<file path="src/rtl/local_bus_arbiter_if.sv">
// Zorro local bus arbitration signal bundle.
// master: the arbiter; slave: host bus, NCR and slave decode side.
interface local_bus_arbiter_if;
    logic       FCS_n;
    logic       slave_cycle;
    logic       configured;
    logic       NCR_BR_n;
    logic       NCR_BGACK_n;
    logic       Z_BG_n;
    logic       Z_BR_n;
    logic       Z_BGACK_n;
    logic       NCR_BG_n;
    logic       slave_en;
    logic [1:0] bus_owner;
    logic       arb_timeout;

    modport master (
        input  FCS_n,
        input  slave_cycle,
        input  configured,
        input  NCR_BR_n,
        input  NCR_BGACK_n,
        input  Z_BG_n,
        output Z_BR_n,
        output Z_BGACK_n,
        output NCR_BG_n,
        output slave_en,
        output bus_owner,
        output arb_timeout
    );

    modport slave (
        output FCS_n,
        output slave_cycle,
        output configured,
        output NCR_BR_n,
        output NCR_BGACK_n,
        output Z_BG_n,
        input  Z_BR_n,
        input  Z_BGACK_n,
        input  NCR_BG_n,
        input  slave_en,
        input  bus_owner,
        input  arb_timeout
    );
endinterface

</file>
<file path="src/rtl/local_bus_arbiter.sv">
// Arbitrates the card's local bus between host slave cycles and NCR DMA.
// Define ARB_WATCHDOG_EN to add the REQ/GRANT watchdog (limit WD_LIMIT).
module local_bus_arbiter #(
    parameter logic [7:0] WD_LIMIT = 8'd200
) (
    input logic                 CLK,
    input logic                 RESET_n,
    local_bus_arbiter_if.master bus
);

    typedef enum logic [2:0] {
        IDLE,
        SLAVE,
        REQ,
        GRANT,
        OWN,
        RELEASE
    } state_t;

    state_t     state_q;
    state_t     state_d;
    logic       last_ncr_q;
    logic       last_ncr_d;
    logic       timeout;
    logic       wd_hit;
    logic       slave_req;
    logic       ncr_req;
    logic       br_d;
    logic       bgack_d;
    logic       bg_d;
    logic       sen_d;
    logic [1:0] owner_d;

    assign slave_req = !bus.FCS_n & bus.slave_cycle & bus.configured;
    assign ncr_req   = !bus.NCR_BR_n;

`ifdef ARB_WATCHDOG_EN
    logic [7:0] wd_q;
    logic [7:0] wd_d;
    logic [7:0] wd_inc;

    assign wd_inc = wd_q + 8'd1;
    assign wd_hit = (wd_inc == WD_LIMIT);

    // Counter restarts whenever REQ or GRANT is (re)entered.
    always_comb begin
        wd_d = 8'd0;
        if ((state_q == REQ || state_q == GRANT) && state_d == state_q)
            wd_d = wd_inc;
    end

    always_ff @(posedge CLK) begin
        if (!RESET_n)
            wd_q <= 8'd0;
        else
            wd_q <= wd_d;
    end
`else
    assign wd_hit = 1'b0;
`endif

    always_ff @(posedge CLK) begin
        if (!RESET_n) begin
            state_q    <= IDLE;
            last_ncr_q <= 1'b1;
        end else begin
            state_q    <= state_d;
            last_ncr_q <= last_ncr_d;
        end
    end

    always_comb begin
        state_d    = state_q;
        last_ncr_d = last_ncr_q;
        timeout    = 1'b0;
        unique case (state_q)
            IDLE: begin
                // On a tie the previous owner yields.
                if (slave_req && ncr_req)
                    state_d = last_ncr_q ? SLAVE : REQ;
                else if (slave_req)
                    state_d = SLAVE;
                else if (ncr_req)
                    state_d = REQ;
            end
            SLAVE: begin
                last_ncr_d = 1'b0;
                if (bus.FCS_n)
                    state_d = IDLE;
            end
            REQ: begin
                if (!ncr_req) begin
                    state_d = IDLE;
                end else if (wd_hit) begin
                    state_d = IDLE;
                    timeout = 1'b1;
                end else if (!bus.Z_BG_n && bus.FCS_n) begin
                    state_d = GRANT;
                end
            end
            GRANT: begin
                if (!bus.NCR_BGACK_n) begin
                    state_d = OWN;
                end else if (wd_hit) begin
                    state_d = RELEASE;
                    timeout = 1'b1;
                end
            end
            OWN: begin
                last_ncr_d = 1'b1;
                if (bus.NCR_BGACK_n)
                    state_d = RELEASE;
            end
            RELEASE: state_d = IDLE;
            default: state_d = IDLE;
        endcase
    end

    // Outputs follow the next state so they land on the same edge.
    always_comb begin
        br_d    = 1'b1;
        bgack_d = 1'b1;
        bg_d    = 1'b1;
        sen_d   = 1'b0;
        owner_d = 2'b00;
        unique case (state_d)
            SLAVE: begin
                sen_d   = 1'b1;
                owner_d = 2'b01;
            end
            REQ: br_d = 1'b0;
            GRANT: begin
                bgack_d = 1'b0;
                bg_d    = 1'b0;
                owner_d = 2'b10;
            end
            OWN: begin
                bgack_d = 1'b0;
                owner_d = 2'b10;
            end
            default: ;
        endcase
    end

    always_ff @(posedge CLK) begin
        if (!RESET_n) begin
            bus.Z_BR_n      <= 1'b1;
            bus.Z_BGACK_n   <= 1'b1;
            bus.NCR_BG_n    <= 1'b1;
            bus.slave_en    <= 1'b0;
            bus.bus_owner   <= 2'b00;
            bus.arb_timeout <= 1'b0;
        end else begin
            bus.Z_BR_n      <= br_d;
            bus.Z_BGACK_n   <= bgack_d;
            bus.NCR_BG_n    <= bg_d;
            bus.slave_en    <= sen_d;
            bus.bus_owner   <= owner_d;
            bus.arb_timeout <= timeout;
        end
    end

endmodule

</file>
<file path="src/flat_wrapper.sv">
// flat-port wrapper written by rule: the top's interface ports become plain ports
module local_bus_arbiter_flat 
#(
    parameter logic [7:0] WD_LIMIT = 8'd200
)
  (CLK, RESET_n, bus_FCS_n, bus_slave_cycle, bus_configured, bus_NCR_BR_n, bus_NCR_BGACK_n, bus_Z_BG_n, bus_Z_BR_n, bus_Z_BGACK_n, bus_NCR_BG_n, bus_slave_en, bus_bus_owner, bus_arb_timeout);
  local_bus_arbiter_if bus_i ();
  input logic CLK;
  input logic RESET_n;
  input wire logic [$bits(bus_i.FCS_n)-1:0] bus_FCS_n;
  input wire logic [$bits(bus_i.slave_cycle)-1:0] bus_slave_cycle;
  input wire logic [$bits(bus_i.configured)-1:0] bus_configured;
  input wire logic [$bits(bus_i.NCR_BR_n)-1:0] bus_NCR_BR_n;
  input wire logic [$bits(bus_i.NCR_BGACK_n)-1:0] bus_NCR_BGACK_n;
  input wire logic [$bits(bus_i.Z_BG_n)-1:0] bus_Z_BG_n;
  output wire logic [$bits(bus_i.Z_BR_n)-1:0] bus_Z_BR_n;
  output wire logic [$bits(bus_i.Z_BGACK_n)-1:0] bus_Z_BGACK_n;
  output wire logic [$bits(bus_i.NCR_BG_n)-1:0] bus_NCR_BG_n;
  output wire logic [$bits(bus_i.slave_en)-1:0] bus_slave_en;
  output wire logic [$bits(bus_i.bus_owner)-1:0] bus_bus_owner;
  output wire logic [$bits(bus_i.arb_timeout)-1:0] bus_arb_timeout;
  assign bus_i.FCS_n = bus_FCS_n;
  assign bus_i.slave_cycle = bus_slave_cycle;
  assign bus_i.configured = bus_configured;
  assign bus_i.NCR_BR_n = bus_NCR_BR_n;
  assign bus_i.NCR_BGACK_n = bus_NCR_BGACK_n;
  assign bus_i.Z_BG_n = bus_Z_BG_n;
  assign bus_Z_BR_n = bus_i.Z_BR_n;
  assign bus_Z_BGACK_n = bus_i.Z_BGACK_n;
  assign bus_NCR_BG_n = bus_i.NCR_BG_n;
  assign bus_slave_en = bus_i.slave_en;
  assign bus_bus_owner = bus_i.bus_owner;
  assign bus_arb_timeout = bus_i.arb_timeout;
  local_bus_arbiter #(.WD_LIMIT(WD_LIMIT)) u_core (.CLK(CLK), .RESET_n(RESET_n), .bus(bus_i));
endmodule
</file>
<file path="config.mk">
export PLATFORM = sky130hd
export DESIGN_NAME = local_bus_arbiter_flat
export DESIGN_NICKNAME = d
export VERILOG_FILES = /design/src/rtl/local_bus_arbiter_if.sv /design/src/rtl/local_bus_arbiter.sv /design/src/flat_wrapper.sv
export SDC_FILE = /design/constraint.sdc
export NUM_CORES = 1
export LEC_CHECK = 0
export BUFFER_PORTS_ARGS = -buffer_cell sky130_fd_sc_hd__buf_2
export CORE_AREA = 2 2 39 41
export CTS_CLUSTER_SIZE = 24
export DETAILED_ROUTE_END_ITERATION = 6
export DIE_AREA = 0 0 41 43
export PLACE_DENSITY_LB_ADDON = 0.08
export SYNTH_ARGS = -nofsm -noshare
export SYNTH_HDL_FRONTEND = slang
export SYNTH_SLANG_ARGS = --single-unit
</file>
<file path="constraint.sdc">
create_clock -name CLK -period 2.1 [get_ports CLK]
set_input_delay 0.105 -clock CLK [delete_from_list [all_inputs] [get_ports CLK]]
set_output_delay 0.105 -clock CLK [all_outputs]
set_load 0.05 [all_outputs]
</file>
==> results of run 1 <==
## placed cells by master, fill, tap and decap left out
cell type	netlist	final
o21ai_0	2	2
and4bb_4	1	1
nor4b_1	1	1
a21oi_2	1	1
a21oi_1	2	2
a31oi_1	1	1
and4_1	2	2
a221o_1	1	1
a2111oi_4	1	1
nand3_1	2	2
inv_1	2	2
conb_1	1	1
nor2_1	4	4
a221oi_1	1	1
and2b_1	1	1
o21ai_1	1	1
dfxtp_1	10	10
clkbuf_4	0	3
buf_2	0	13
nand3b_1	1	1
nor4_1	1	1
or3_1	1	1
nand2_1	2	2
and2_1	1	1
and3b_1	1	1
o211ai_1	1	1
nor3b_1	1	1
## per-stage QoR
step	setup WS [ns]	cell area, µm²	power, W	util	instances
3_5_place_dp	0.527	515	0.000277	0.373	72
3_3_place_gp	0.538	515	0.000278	0.373	72
2_1_floorplan	0.667	438	0.000259	-	44
5_1_grt	0.429	538	0.000416	0.389	75
6_report	0.502	538	0.000399	0.389	75
4_1_cts	0.506	538	0.000402	0.389	75
## per-layer routing
| metal | up-vias | track usage | part of all wire |
|---|---|---|---|
| met2 | 12 | 0.150 | 0.46 |
| li1 | 194 | - | - |
| met5 | - | 0 | 0 |
| met3 | 0 | 0.0471 | 0.082 |
| met1 | 164 | 0.152 | 0.46 |
| met4 | 0 | 0.0600 | 0 |
## kinds of logic (layout without fill, tap and decap cells)
kind of cell           Yosys count  after routing  synth area share
AO/OA/AOI/OAI                   11             11             0.214
buffers and inverters            3             18            0.0343
flip-flops                      10             10             0.457
other                            1              1           0.00856
AND/OR/NAND/NOR                 19             19             0.286
## worst max path at each step
stage                                  from           endpoint  slack (ns)
after global placement    u_core.state_q[1]  u_core.bus.Z_BR_n        0.54
after CTS                 u_core.state_q[1]  u_core.bus.Z_BR_n        0.51
after floorplan           u_core.state_q[1]  u_core.bus.Z_BR_n        0.67
after detailed placement  u_core.state_q[1]  u_core.bus.Z_BR_n        0.53
after global routing      u_core.state_q[1]  u_core.bus.Z_BR_n        0.43
final                     u_core.state_q[1]  u_core.bus.Z_BR_n        0.50
## flip-flops by register name, indices dropped and copies added, names as in the netlist
| signal | flops |
|---|---|
| u_core.bus.slave_en | 1 |
| u_core.bus.bus_owner | 2 |
| u_core.bus.NCR_BG_n | 1 |
| u_core.last_ncr_q | 1 |
| u_core.bus.Z_BR_n | 1 |
| u_core.state_q | 3 |
| u_core.bus.Z_BGACK_n | 1 |
## cell usage after synthesis (2+ instances only)
| cell type | n | area share |
|---|---|---|
| and4_1 | 2 | 0.040 |
| inv_1 | 2 | 0.017 |
| nor2_1 | 4 | 0.034 |
| nand3_1 | 2 | 0.023 |
| a21oi_1 | 2 | 0.023 |
| nand2_1 | 2 | 0.017 |
| dfxtp_1 | 10 | 0.46 |
| o21ai_0 | 2 | 0.023 |
## final cells by class
| type | instances | area (µm²) | share of cell area |
|---|---|---|---|
| Timing Repair Buffer | 13 | 65.1 | 0.121 |
| Clock buffer | 3 | 22.5 | 0.0419 |
| Tap cell | 16 | 20.0 | 0.0372 |
| Multi-Input combinational cell | 31 | 223 | 0.414 |
| Sequential cell | 10 | 200 | 0.372 |
| Inverter | 2 | 7.51 | 0.0140 |
## where the power goes
group          total (W)  leakage (nW)  switching (W)  internal (W)
combinational  0.0000679         0.130      0.0000447     0.0000232
sequential      0.000205        0.0816     0.00000693      0.000198
clock           0.000125        0.0138      0.0000595     0.0000659
==> flow_metrics.env, run 1 <==
export IMPL_status="finished clean"
export IMPL_fillers=146
export IMPL_place_hpwl_um=657
export IMPL_critPathBufInv=0
export IMPL_viasPerCell=4.93
export IMPL_grt_pass1_vias=314
export IMPL_min_to="u_core.last_ncr_q"
export IMPL_clk_latency_ns=0.26
export IMPL_drc=0
export IMPL_fin_nets=69
export IMPL_synth_cell_types=26
export IMPL_synth_net_count=52
export IMPL_post_synth_cell_area_avg_um2=9.95
export IMPL_arrival_ns=1.74
export IMPL_grt_max_degree=9
export IMPL_initial_core_util=0.316
export IMPL_min_path_cells=2
export IMPL_p_leak_nw=0.226
export IMPL_criticalPathCategory="reg2reg"
export IMPL_io_pins=15
export IMPL_die_h_um=43
export IMPL_worst_setup_path_start_kind="flip-flop"
export IMPL_synth_edf_count=0
export IMPL_ctsHoldBuffers=0
export IMPL_first_pass_iters=4
export IMPL_rsz0062_at_grt="no"
export IMPL_rows=14
export IMPL_ant_nets=0
export IMPL_cts_htree_levels=1
export IMPL_slowest_delay_ns=0.42
export IMPL_finalSetupViolCount=0
export IMPL_ys_flop_type="dfxtp_1"
export IMPL_num_vias=370
export IMPL_layout_drive_gt1_share=0.322
export IMPL_routed_wl_um=849
export IMPL_cts_setup_buffers=0
export IMPL_gr_total_overflow=0
export IMPL_hp_start="RESET_n"
export IMPL_slowest_stage="dfxtp_1"
export IMPL_cts_resized=0
export IMPL_holdWs_ns=0.0594
export IMPL_synth_async_reset_ratio=0
export IMPL_portBuffers=13
export IMPL_reg2regPathDepth=4
export IMPL_coreArea_um2=1380
export IMPL_syn_area_um2=438
export IMPL_clock_sinks=10
export IMPL_maxCapViolations=0
export IMPL_fin_skew_ns=0.00495
export IMPL_die_x_um=41
export IMPL_cp_top_family="simple AND/OR/NAND/NOR gates"
export IMPL_critical_path_cell_chain="and4bb_4 -> a2111oi_4 -> a21oi_2 -> or3_1"
export IMPL_cts_inserted_buffers=3
export IMPL_endpoint_kind="flip-flop"
export IMPL_area_growth_pct=22.9
export IMPL_cts_tree="built"
export IMPL_hold_violations=0
export IMPL_grt_pass1_wl_um=1320
export IMPL_max_freq_mhz=626
export IMPL_cts_max_path_buffers=2
export IMPL_final_setup_tns_ns=0
export IMPL_clk_pin_slew_ns=0.06
export IMPL_synth_seq_area_share=0.457
export IMPL_ys_ff_latch=10
export IMPL_finalCritPeriodShare=0.761
export IMPL_gp_congestion=0.685
export IMPL_drtIter0Drc=2
export IMPL_cts_root_buf="clkbuf_4"
export IMPL_antenna_found_initial=0
export IMPL_r2r_slack_ns=0.50
export IMPL_cp_required_ns=2.24
export IMPL_min_path_type="in2reg"
export IMPL_rr_startpoint="u_core.state_q[1]"
export IMPL_synth_warnings=0
export IMPL_grtUsageTotal=0.114
export IMPL_period_minus_slack_ns=1.60
export IMPL_diodes=0
export IMPL_maxSlewViolCount=0
export IMPL_wire_per_inst_um=11.3
export IMPL_vdd_drop_max_mv=0.407
export IMPL_crit_fanout=7
export IMPL_worstReg2RegEnd="u_core.bus.Z_BR_n"
export IMPL_postSynthCellCount=44
export IMPL_path_depth=4
export IMPL_die_area_um2=1760
export IMPL_power_density_nw_per_um2=741
Power figures use the tool's default switching activity.
==> run 2, diff against run 1 <==
--- a/config.mk
+++ b/config.mk
@@ -5,6 +5,7 @@
 export SDC_FILE = /design/constraint.sdc
 export NUM_CORES = 1
 export LEC_CHECK = 0
+export ABC_AREA = 1
 export BUFFER_PORTS_ARGS = -buffer_cell sky130_fd_sc_hd__buf_2
 export CORE_AREA = 2 2 39 41
 export CTS_CLUSTER_SIZE = 24
==> constraint.sdc (replaced) <==
create_clock -name CLK -period 1.5 [get_ports CLK]
set_input_delay 0.075 -clock CLK [delete_from_list [all_inputs] [get_ports CLK]]
set_output_delay 0.075 -clock CLK [all_outputs]
set_load 0.05 [all_outputs]
==> flow_metrics.env, run 2 <==
export IMPL_status="finished clean"
export IMPL_maxCapViolations=0
export IMPL_synth_cell_types=17
export IMPL_post_synth_cell_area_avg_um2=7.03
export IMPL_grt_pass1_wl_um=1520
export IMPL_cts_htree_levels=1
export IMPL_fillers=150
export IMPL_pre_cts_ws_ns=0.311
export IMPL_die_area_um2=1760
export IMPL_ys_ff_latch=10
export IMPL_diodes=0
export IMPL_design_area_um2=564
export IMPL_synth_most_common_cell="nor2_1"
export IMPL_gp_congestion=0.796
export IMPL_slowest_stage="dfxtp_1"
export IMPL_crit_fanout=5
export IMPL_fin_nets=91
export IMPL_rows=14
export IMPL_arrival_ns=1.33
export IMPL_synth_edf_count=0
export IMPL_area_growth_pct=21.6
export IMPL_synth_warnings=0
export IMPL_min_path_type="in2reg"
export IMPL_drtIter0Drc=3
export IMPL_synth_common_cells="nor2_1, dfxtp_1, nand2_1"
export IMPL_top_register="u_core.state_q"
export IMPL_power_density_nw_per_um2=1110
export IMPL_p_clk_frac=0.274
export IMPL_seqPwrFrac=0.473
export IMPL_final_setup_tns_ns=0
export IMPL_synth_top_cell_by_area="dfxtp_1"
export IMPL_ctsHoldBuffers=0
export IMPL_endpoint_kind="flip-flop"
export IMPL_cts_root_buf="clkbuf_4"
export IMPL_rsz0062_at_grt="no"
export IMPL_viasPerCell=4.32
export IMPL_cts_max_path_buffers=2
export IMPL_layout_drive_gt1_share=0.333
export IMPL_syn_area_um2=464
export IMPL_p_int_w=0.000422
export IMPL_clock_sinks=10
export IMPL_cts_setup_buffers=0
export IMPL_fin_skew_ns=0.00534
export IMPL_layout_area_seq_um2=200
export IMPL_worst_setup_path_start_kind="flip-flop"
export IMPL_holdWs_ns=0.0644
export IMPL_final_cell_mix="buf_2, nor2_1, nand2_1, dfxtp_1, inv_1"
export IMPL_switching_share=0.328
export IMPL_hold_violations=0
export IMPL_final_common_cell="buf_2"
export IMPL_ys_flop_type="dfxtp_1"
export IMPL_finalSetupViolCount=0
export IMPL_p_leak_nw=0.296
export IMPL_wire_per_inst_um=8.98
export IMPL_synth_async_reset_ratio=0
export IMPL_cp_required_ns=1.65
export IMPL_grt_max_degree=6
export IMPL_antenna_found_initial=0
export IMPL_num_vias=419
export IMPL_postSynthCellCount=66
export IMPL_largest_reg_flops=3
export IMPL_grt_pass1_vias=401
export IMPL_io_pins=15
export IMPL_multi_input_area_um2=215
export IMPL_synth_net_count=74
export IMPL_cts_inserted_buffers=3
export IMPL_synth_top_cell_area_share=0.431
export IMPL_die_h_um=43
export IMPL_placed_cells=94
export IMPL_instances_no_fill=97
export IMPL_coreArea_um2=1380
export IMPL_ant_nets=0
export IMPL_period_minus_slack_ns=1.18
export IMPL_synth_seq_area_share=0.431
export IMPL_clk_pin_slew_ns=0.06
export IMPL_combPwrFrac=0.253
export IMPL_criticalPathCategory="reg2reg"
export IMPL_clk_latency_ns=0.26
export IMPL_grtUsageTotal=0.129
export IMPL_place_hpwl_um=698
export IMPL_post_dp_cell_area_um2=542
export IMPL_maxSlewViolCount=0
export IMPL_first_pass_iters=4
export IMPL_cts_resized=0
export IMPL_slowest_delay_ns=0.42
export IMPL_vdd_drop_max_mv=0.502
export IMPL_cts_tree="built"
export IMPL_top_regs="u_core.state_q (3), u_core.bus.bus_owner (2)"
export IMPL_die_x_um=41
export IMPL_gr_total_overflow=0
export IMPL_finalCritPeriodShare=0.788
export IMPL_setup_ws_ns=0.319
export IMPL_portBuffers=13
export IMPL_drc=0
export IMPL_initial_core_util=0.335
export IMPL_max_freq_mhz=847
export IMPL_routed_wl_um=871
export IMPL_yosys_top_cells_area="dfxtp_1, nor2_1, nand2_1"
export IMPL_critical_path_cell_chain="inv_2 -> nand4_1 -> nand2_1 -> nor2_2 -> nand2_2 -> nand2_4 -> nand3_1"
export IMPL_power_switching_w=0.000205
==> run 2: changes by cell type after synthesis, moves of 2 or more <==
cell | before | now
nand2_2 | 0 | 2
nand4_1 | 0 | 3
nand2_1 | 2 | 10
and4_1 | 2 | 0
nor2_1 | 4 | 11
nor2_2 | 0 | 3
nand3_1 | 2 | 6
inv_2 | 0 | 4
nor3_1 | 0 | 3
inv_1 | 2 | 7
==> run 2: path summary, 6_finish.rpt <==
path                            cells after the start               from                    to  slack, ns
worst min-delay path                                2            RESET_n  u_core.bus.Z_BGACK_n       0.06
worst min register to register                      2  u_core.last_ncr_q     u_core.last_ncr_q       0.52
worst max register to register                      7  u_core.state_q[2]  u_core.bus.Z_BGACK_n       0.32
worst max-delay path                                7  u_core.state_q[2]  u_core.bus.Z_BGACK_n       0.32
==> run 2: critical path, delay by kind of cell, from the launching register on <==
kind,cells,cell delay (ns)
buffers and inverters,1,0.07
flip-flops,1,0.42
AND/OR/NAND/NOR,6,0.58
==> run 2: metrics by stage <==
| step | total power [W] | utilization |
|---|---|---|
| finish | 0.000627 | 0.408 |
| detailed placement | 0.000460 | 0.392 |
| global route | 0.000668 | 0.408 |
| CTS | 0.000634 | 0.408 |
| global placement | 0.000463 | 0.392 |
| floorplan | 0.000426 | - |
==> run 2: kinds of logic after synthesis <==
family / share of synthesized area
AO/OA/AOI/OAI: 0.0566
other: 0.00808
AND/OR/NAND/NOR: 0.399
flip-flops: 0.431
buffers and inverters: 0.105
==> run 2: cell type report <==
| class | instances | area share |
|---|---|---|
| multi-input combinational | 44 | 0.381 |
| clock buffer | 3 | 0.0399 |
| tap | 16 | 0.0355 |
| timing repair buffer | 13 | 0.115 |
| inverter | 11 | 0.0732 |
| sequential | 10 | 0.355 |
==> run 2: power groups by stage <==
stage | registers (W) | clock network (W) | logic, W
final | 0.000297 | 0.000172 | 0.000158
after detailed placement | 0.000302 | 0 | 0.000158
after global routing | 0.000300 | 0.000193 | 0.000175
after floorplan | 0.000345 | 0 | 0.0000815
after CTS | 0.000296 | 0.000178 | 0.000160
after global placement | 0.000302 | 0 | 0.000161
==> run 2: metal layers <==
layer  part of all wire  vias to the layer above  track usage
li1                   -                      236            -
met2               0.44                        9        0.172
met3              0.068                        0       0.0838
met1               0.49                      174        0.166
met5                  0                        -            0
met4                  0                        0       0.0400
==> run 3, diff against run 2 <==
==> constraint.sdc (replaced) <==
create_clock -name CLK -period 1.2 [get_ports CLK]
set_input_delay 0.06 -clock CLK [delete_from_list [all_inputs] [get_ports CLK]]
set_output_delay 0.06 -clock CLK [all_outputs]
set_load 0.05 [all_outputs]
==> flow_metrics.env, run 3 (same netlist as run 2, synthesis figures left out) <==
export IMPL_wire_per_inst_um=9.29
export IMPL_largest_reg_flops=3
export IMPL_maxSlewViolCount=0
export IMPL_status="finished clean"
export IMPL_top_regs="u_core.state_q (3), u_core.bus.bus_owner (2)"
export IMPL_finalSetupViolCount=0
export IMPL_power_density_nw_per_um2=1450
export IMPL_crit_fanout=5
export IMPL_grtUsageTotal=0.122
export IMPL_cts_tree="built"
export IMPL_critical_path_cell_chain="inv_6 -> nor2_4 -> nand3_2 -> nand2_1 -> nor2_2 -> nand2_2 -> nand2_4 -> nand2_2 -> nor2_2"
export IMPL_grt_max_degree=7
export IMPL_critPathBufInv=1
export IMPL_final_common_cell="buf_2"
export IMPL_cts_htree_levels=1
export IMPL_die_area_um2=1760
export IMPL_pre_cts_ws_ns=0.0112
export IMPL_maxCapViolations=0
export IMPL_grt_pass1_vias=369
export IMPL_gp_congestion=0.746
export IMPL_ctsHoldBuffers=0
export IMPL_hold_violations=0
export IMPL_criticalPathCategory="reg2reg"
export IMPL_p_total_w=0.000897
export IMPL_clk_pin_slew_ns=0.07
export IMPL_fin_skew_ns=0.00783
export IMPL_ant_nets=0
export IMPL_final_cell_mix="buf_2, nand2_1, nor2_1"
export IMPL_endpoint_kind="flip-flop"
export IMPL_finalCritPeriodShare=0.947
export IMPL_drc=0
export IMPL_io_pins=15
export IMPL_place_hpwl_um=709
export IMPL_num_vias=457
export IMPL_grt_pass1_wl_um=1450
export IMPL_diodes=0
export IMPL_die_h_um=43
export IMPL_antenna_found_initial=0
export IMPL_routed_wl_um=910
export IMPL_clock_sinks=10
export IMPL_portBuffers=13
export IMPL_first_pass_iters=4
export IMPL_slowest_stage="dfxtp_4"
export IMPL_drtIter0Drc=23
export IMPL_vdd_drop_max_mv=0.568
export IMPL_viasPerCell=4.66
export IMPL_cts_inserted_buffers=3
export IMPL_slowest_delay_ns=0.38
export IMPL_layout_drive_gt1_share=0.439
export IMPL_fin_nets=91
export IMPL_gr_total_overflow=0
export IMPL_die_x_um=41
export IMPL_max_freq_mhz=880
export IMPL_rsz0062_at_grt="yes"
export IMPL_initial_core_util=0.335
export IMPL_coreArea_um2=1380
export IMPL_cp_top_family="simple AND/OR/NAND/NOR gates"
export IMPL_cts_max_path_buffers=2
export IMPL_top_register="u_core.state_q"
export IMPL_p_leak_nw=0.310
export IMPL_cp_required_ns=1.41
export IMPL_setup_ws_ns=0.0632
export IMPL_cts_root_buf="clkbuf_4"
export IMPL_period_minus_slack_ns=1.14
export IMPL_worst_setup_path_start_kind="flip-flop"
export IMPL_fillers=155
export IMPL_min_path_type="in2reg"
export IMPL_arrival_ns=1.34
export IMPL_fin_util=0.447
export IMPL_area_growth_pct=33.2
export IMPL_clk_latency_ns=0.27
export IMPL_rows=14
export IMPL_holdWs_ns=0.0335
[run 3: per-stage QoR]
stage               cells  area [µm²]  TNS, ns
floorplan              66         464        0
global placement       94         542        0
detailed placement     94         542        0
CTS                    98         579        0
global route           98         618  -0.0219
finish                 98         618        0
[run 3: final timing paths]
path                     startpoint                       to  slack, ns  cells past startpoint
setup reg to reg  u_core.state_q[1]  u_core.bus.bus_owner[1]       0.06                      9
hold reg to reg   u_core.last_ncr_q        u_core.last_ncr_q       0.54                      2
hold / removal              RESET_n     u_core.bus.Z_BGACK_n       0.03                      2
setup / recovery  u_core.state_q[1]  u_core.bus.bus_owner[1]       0.06                      9
[run 3: routing by layer]
layer	routed length, µm	global-route usage	vias up
li1	-	-	238
met1	399	0.162	206
met2	431	0.166	10
met3	62	0.0314	3
met4	16	0.0800	0
met5	0	0	-
[run 3: worst reg2reg max path: cells and delay by family, from the launching register on]
| family | cells | cell delay, ns |
|---|---|---|
| buffers and inverters | 1 | 0.08 |
| and+or+nand+nor | 8 | 0.63 |
| DFF | 1 | 0.38 |
[run 3: layout make-up]
| cell class | instances | area (µm²) | share of cell area |
|---|---|---|---|
| multi-input combinational | 44 | 241 | 0.391 |
| sequential | 10 | 209 | 0.338 |
| timing repair buffer | 13 | 65.1 | 0.105 |
| inverter | 11 | 46.3 | 0.0749 |
| clock buffer | 4 | 36.3 | 0.0587 |
| tap | 16 | 20.0 | 0.0324 |
[run 3: repair_timing]
| action | CTS | global route |
|---|---|---|
| gates resized for setup | 1 | 12 |
| endpoints found under the setup margin | 1 | 6 |
| buffers inserted | 0 | 0 |
| pin swaps | 0 | 6 |
[run 3: where the power goes]
| group | total, W | internal (W) | switching (W) |
|---|---|---|---|
| sequential | 0.000377 | 0.000357 | 0.0000192 |
| clock | 0.000308 | 0.000184 | 0.000124 |
| combinational | 0.000212 | 0.0000606 | 0.000151 |
| total | 0.000897 | 0.000602 | 0.000294 |
